[src/rtl/uart_rx_os.sv]
`timescale 1ns/1ps
// uart_rx_os: 16x oversampling 8N1 UART receiver on the system clock.
// Synchronises rx, validates the start bit at mid-bit, samples each data bit at
// mid-period, and hands bytes to the consumer through a valid/ack holding register.
//
// Ports:
//   clk        system clock, rising edge
//   rst_n      synchronous active-low reset
//   rx         asynchronous serial line, idles high
//   rx_data    received byte, stable while rx_valid is high
//   rx_valid   holding register full until rx_ack
//   rx_ack     consumer acknowledge, clears rx_valid and overrun
//   frame_err  one-cycle pulse when the stop bit samples low
//   overrun    sticky, a byte completed while rx_valid was still high
//   busy       receiver is not idle
module uart_rx_os #(
  parameter int unsigned CLK_FREQ = 100_000_000,
  parameter int unsigned BAUD     = 9600,
  parameter int unsigned OS       = 16
) (
  input  logic       clk,
  input  logic       rst_n,
  input  logic       rx,
  output logic [7:0] rx_data,
  output logic       rx_valid,
  input  logic       rx_ack,
  output logic       frame_err,
  output logic       overrun,
  output logic       busy
);

  localparam int unsigned DivRaw = CLK_FREQ / (BAUD * OS);
  localparam int unsigned Div    = (DivRaw < 1) ? 1 : DivRaw;
  localparam int unsigned TickW  = $clog2(Div) + 1;
  localparam logic [TickW-1:0] TickMax = TickW'(Div - 1);

  typedef enum logic [2:0] {
    StIdle,
    StStart,
    StData,
    StStop,
    StBreak
  } state_e;

  state_e           state_q, state_d;
  logic             rx_meta_q, rxs_q;
  logic [TickW-1:0] tick_cnt_q, tick_cnt_d;
  logic             tick;
  logic [3:0]       os_cnt_q, os_cnt_d;
  logic [2:0]       bit_cnt_q, bit_cnt_d;
  logic [7:0]       sh_q, sh_d;
  logic [7:0]       rx_data_q, rx_data_d;
  logic             rx_valid_q, rx_valid_d;
  logic             overrun_q, overrun_d;
  logic             frame_err_q, frame_err_d;

  // Free-running tick; start detection is not phase-aligned to it, and the
  // mid-bit sampling point absorbs up to one tick of that error.
  assign tick       = (tick_cnt_q == TickMax);
  assign tick_cnt_d = tick ? '0 : tick_cnt_q + 1'b1;

  // State register and all datapath registers.
  always_ff @(posedge clk) begin
    if (!rst_n) begin
      state_q     <= StIdle;
      rx_meta_q   <= 1'b1;
      rxs_q       <= 1'b1;
      tick_cnt_q  <= '0;
      os_cnt_q    <= '0;
      bit_cnt_q   <= '0;
      sh_q        <= '0;
      rx_data_q   <= '0;
      rx_valid_q  <= 1'b0;
      overrun_q   <= 1'b0;
      frame_err_q <= 1'b0;
    end else begin
      state_q     <= state_d;
      rx_meta_q   <= rx;
      rxs_q       <= rx_meta_q;
      tick_cnt_q  <= tick_cnt_d;
      os_cnt_q    <= os_cnt_d;
      bit_cnt_q   <= bit_cnt_d;
      sh_q        <= sh_d;
      rx_data_q   <= rx_data_d;
      rx_valid_q  <= rx_valid_d;
      overrun_q   <= overrun_d;
      frame_err_q <= frame_err_d;
    end
  end

  // Next-state logic.
  always_comb begin
    state_d = state_q;
    case (state_q)
      StIdle: begin
        if (!rxs_q) state_d = StStart;
      end
      StStart: begin
        // Line high again at mid start bit: a glitch, drop it silently.
        if (tick && (os_cnt_q == 4'd7)) state_d = rxs_q ? StIdle : StData;
      end
      StData: begin
        if (tick && (os_cnt_q == 4'd15) && (bit_cnt_q == 3'd7)) state_d = StStop;
      end
      StStop: begin
        if (tick && (os_cnt_q == 4'd15)) state_d = rxs_q ? StIdle : StBreak;
      end
      StBreak: begin
        // Hold here until the line recovers so a stuck-low line is not re-read.
        if (rxs_q) state_d = StBreak == state_q ? StIdle : state_q;
      end
      default: state_d = StIdle;
    endcase
  end

  // Counters, shift register and holding register.
  always_comb begin
    os_cnt_d    = os_cnt_q;
    bit_cnt_d   = bit_cnt_q;
    sh_d        = sh_q;
    rx_data_d   = rx_data_q;
    rx_valid_d  = rx_valid_q;
    overrun_d   = overrun_q;
    frame_err_d = 1'b0;

    if (rx_ack) begin
      rx_valid_d = 1'b0;
      overrun_d  = 1'b0;
    end

    case (state_q)
      StIdle: begin
        os_cnt_d = '0;
      end
      StStart: begin
        if (tick) begin
          if (os_cnt_q == 4'd7) begin
            os_cnt_d  = '0;
            bit_cnt_d = '0;
          end else begin
            os_cnt_d = os_cnt_q + 4'd1;
          end
        end
      end
      StData: begin
        if (tick) begin
          os_cnt_d = os_cnt_q + 4'd1;  // wraps 15 -> 0 at each bit boundary
          if (os_cnt_q == 4'd15) begin
            sh_d = {rxs_q, sh_q[7:1]};
            if (bit_cnt_q != 3'd7) bit_cnt_d = bit_cnt_q + 3'd1;
          end
        end
      end
      StStop: begin
        if (tick) begin
          os_cnt_d = os_cnt_q + 4'd1;
          if (os_cnt_q == 4'd15) begin
            if (rxs_q) begin
              // Completion overrides a same-cycle ack; newest byte always wins.
              rx_data_d  = sh_q;
              rx_valid_d = 1'b1;
              if (rx_valid_q && !rx_ack) overrun_d = 1'b1;
            end else begin
              frame_err_d = 1'b1;
            end
          end
        end
      end
      default: ;
    endcase
  end

  // Outputs.
  always_comb begin
    rx_data   = rx_data_q;
    rx_valid  = rx_valid_q;
    overrun   = overrun_q;
    frame_err = frame_err_q;
    busy      = (state_q != StIdle);
  end

endmodule

[config.mk]
export PLATFORM = sky130hd
export DESIGN_NAME = uart_rx_os
export DESIGN_NICKNAME = d
export VERILOG_FILES = /design/src/rtl/uart_rx_os.sv
export SDC_FILE = /design/constraint.sdc
export NUM_CORES = 1
export LEC_CHECK = 0
export CORE_AREA = 2 2 59 61
export CTS_CLUSTER_DIAMETER = 100
export DETAILED_ROUTE_END_ITERATION = 6
export DIE_AREA = 0 0 61 63
export PLACE_DENSITY = 0.91
export SYNTH_ARGS = -nofsm -noshare
export SYNTH_HDL_FRONTEND = slang
export SYNTH_SLANG_ARGS = --single-unit
[constraint.sdc]
create_clock -name clk -period 5 [get_ports clk]
set_input_delay 1 -clock clk [delete_from_list [all_inputs] [get_ports clk]]
set_output_delay 1 -clock clk [all_outputs]
set_load 0.1 [all_outputs]
==> impl_metrics.yaml <==
status:
  status: "completed"
floorplan:
  initial_core_util_pct: 58.6
  die_h_um: 63
  num_rows: 21
  die_x_um: 61
  ioPinCount: 16
  core-area_um2: 3230
  dieArea_um2: 3840
detailed_routing:
  avgViaCountPerCell: 5.15
  drc_errors: 0
  drt_wl_total_um: 3010
  antenna_left: 0
  firstDrtPassIters: 5
  drt-initial-drc-count: 31
  detail_route.wl_per_cell_um: 11.5
  num_vias: 1349
timing:
  worst_hold_slack_ns: 0.417
  finalMaxSlewViolations: 0
  hold_violations: 0
  worst_slack_ns: 1.68
  max_freq_mhz: 301
  worst_pin_slew_ns: 0.984
  maxSlewHeadroom_pct: 34.2
  fin_crit_sh_pct: 66.5
  setup_tns_ns: 0
  finalSetupViolCount: 0
  fin_worst_skew_ns: 0.0145
  period_minus_slack_ns: 3.32
  rsz0062_at_grt: "no"
yosys:
  syn_area_um2: 1890
  synth_cell_types: 41
  ys_ff_latch: 42
  postSynthCellCount: 202
  synth_fp_nets: 211
  ys_warn_count: 0
  synth-seq-area-share_pct: 44.4
  syn-mean-instance-area_um2: 9.38
  synth_compound_area_share_pct: 11.2
  synth-xor-area-share_pct: 5.09
  synth_mux_area_share_pct: 5.81
  synthAdderAreaFrac_pct: 3.30
  synth_top_family_by_area: "simple AND/OR/NAND/NOR gates"
  yosys.area_share.simple_pct: 27.0
critical_path:
  cp-end-kind: "output port"
  critPathKind: "register to output port"
  path_cells: "or3_1 > clkdlybuf4s50_1"
  cp_slowest_stage_delay_ns: 1.15
  critical_path_arrival_ns: 2.32
  crit_path_max_fanout: 15
  cp.required_ns: 4.00
  critPathLaunchType: "register"
  cp_slowest_cell: "clkdlybuf4s50_1"
placed_design:
  post-dp-hpwl_um: 2150
  gp_congestion: 0.845
  post_dp_cell_area_um2: 2050
  place_ws_ns: 2.06
  place.port_buffers: 15
clock_network:
  cts_hold_buf: 0
  cts_tree: "built"
  clk_pin_slew_worst_paths_ns: 0.10
  post_cts_buffers: 0
  cts_root_buf: "clkbuf_4"
  cts_buffers: 5
  cts_resized: 0
  clk_latency_ns: 0.36
  cts_buffer_depth: 2
  htreeDepth: 2
  clkSinkCount: 42
cells_and_area:
  diodes: 0
  syn_to_final_growth_pct: 12.5
  nNetsFinal: 224
  final_cell_mix: "dfxtp_1, nand2_1, nor2_1"
  design_area_um2: 2130
  drive_above_1_share_pct: 6.94
  final_common_cell: "dfxtp_1"
grt:
  grt_pass1_vias: 1281
  grt_max_degree: 34
  grt_pass1_wl_um: 5530
  antenna_found_initial: 0
  grt_use_total_pct: 19.2
  grt-ovfl-total: 0
power_and_ir_drop:
  totalPowerFinal_w: 0.000684
  peakVddDrop_mv: 0.195
  leakage_nw: 0.725
  powerDensity_nw_per_um2: 321
job:
  drv_cap: 0
min_path:
  hold_path_class: "register to register"
Yosys cell counts:
cell type	instances	area (um^2)
nor2_4	1	11.3
nor4b_2	1	15.0
nor2_1	19	71.3
xnor2_1	7	61.3
and4bb_2	1	12.5
and3_1	4	25.0
a2111oi_0	1	8.76
o221ai_1	1	8.76
or3_1	5	31.3
nand2b_1	3	18.8
nor3_1	3	15.0
xor2_1	4	35.0
nor2b_1	13	81.3
inv_1	3	11.3
dfxtp_1	42	841
clkbuf_1	6	22.5
ha_1	5	62.6
mux2i_1	11	110
o21a_1	2	15.0
or3b_2	1	8.76
nand4_1	1	6.26
o21ai_0	1	5.00
o211a_1	1	10.0
a31oi_1	1	6.26
nand2_1	26	97.6
buf_2	1	5.00
nand3_2	1	10.0
nor3b_1	2	15.0
buf_6	2	22.5
or3b_1	1	8.76
a21boi_1	3	22.5
nor3_2	1	10.0
a311o_1	1	10.0
nand3b_1	1	7.51
a21oi_1	3	15.0
o211ai_1	1	7.51
nand2b_2	1	8.76
nand3_1	8	40.0
o32ai_4	1	27.5
a21boi_0	10	75.1
nand4b_1	2	17.5
critical path, delay by kind of cell, from the launching register on:
| family | cells | cell delay, ns |
|---|---|---|
| and+or+nand+nor | 1 | 0.25 |
| DFF | 1 | 0.58 |
| buffers and inverters | 1 | 1.15 |
power breakdown:
group          leakage, nW  internal [W]  switching [W]  total, W
registers            0.340      0.000344      0.0000150  0.000359
clock network       0.0385      0.000105       0.000107  0.000213
logic                0.347     0.0000428      0.0000698  0.000113
metal layers:
layer,vias up,global-route usage [%],part of all wire [%]
li1,717,-,-
met1,609,24.6,49
met2,16,28.9,46
met3,7,6.83,3.3
met4,0,7.61,2.0
met5,-,0,0
worst paths after layout:
check	from	to	slack, ns	cells past startpoint
worst max-delay path	state_q[2]	busy	1.68	2
worst min-delay path	rx_meta_q	rxs_q	0.42	1
worst max register to register	tick_cnt_q[5]	sh_q[0]	3.10	5
worst min register to register	rx_meta_q	rxs_q	0.42	1
area by class of cell:
| class | count | area, um^2 |
|---|---|---|
| Multi-Input combinational cell | 148 | 992 |
| Sequential cell | 42 | 841 |
| Clock inverter | 2 | 37.5 |
| Tap cell | 46 | 57.6 |
| Inverter | 3 | 11.3 |
| Fill cell | 273 | 1100 |
| Timing Repair Buffer | 15 | 150 |
| Clock buffer | 6 | 41.3 |
cells by family after synthesis:
logic type	Yosys count
mux	11
simple gates	95
flops	42
compound gates	26
buf+inv	12
fa+ha+maj	5
xor+xnor	11
per-stage QoR:
| step | std cells | util, % |
|---|---|---|
| floorplan | 202 | - |
| global placement | 254 | 63.5 |
| detailed placement | 254 | 63.5 |
| CTS | 262 | 65.9 |
| global route | 262 | 65.9 |
| finish | 262 | 65.9 |
flip-flops by register name, summed over array words and instances (netlist names):
register	flops
bit_cnt_q	3
frame_err	1
os_cnt_q	4
overrun	1
rx_data	8
rx_meta_q	1
rx_valid	1
rxs_q	1
sh_q	8
state_q	3
tick_cnt_q	11
No activity file was read; power rests on OpenSTA's default activity.
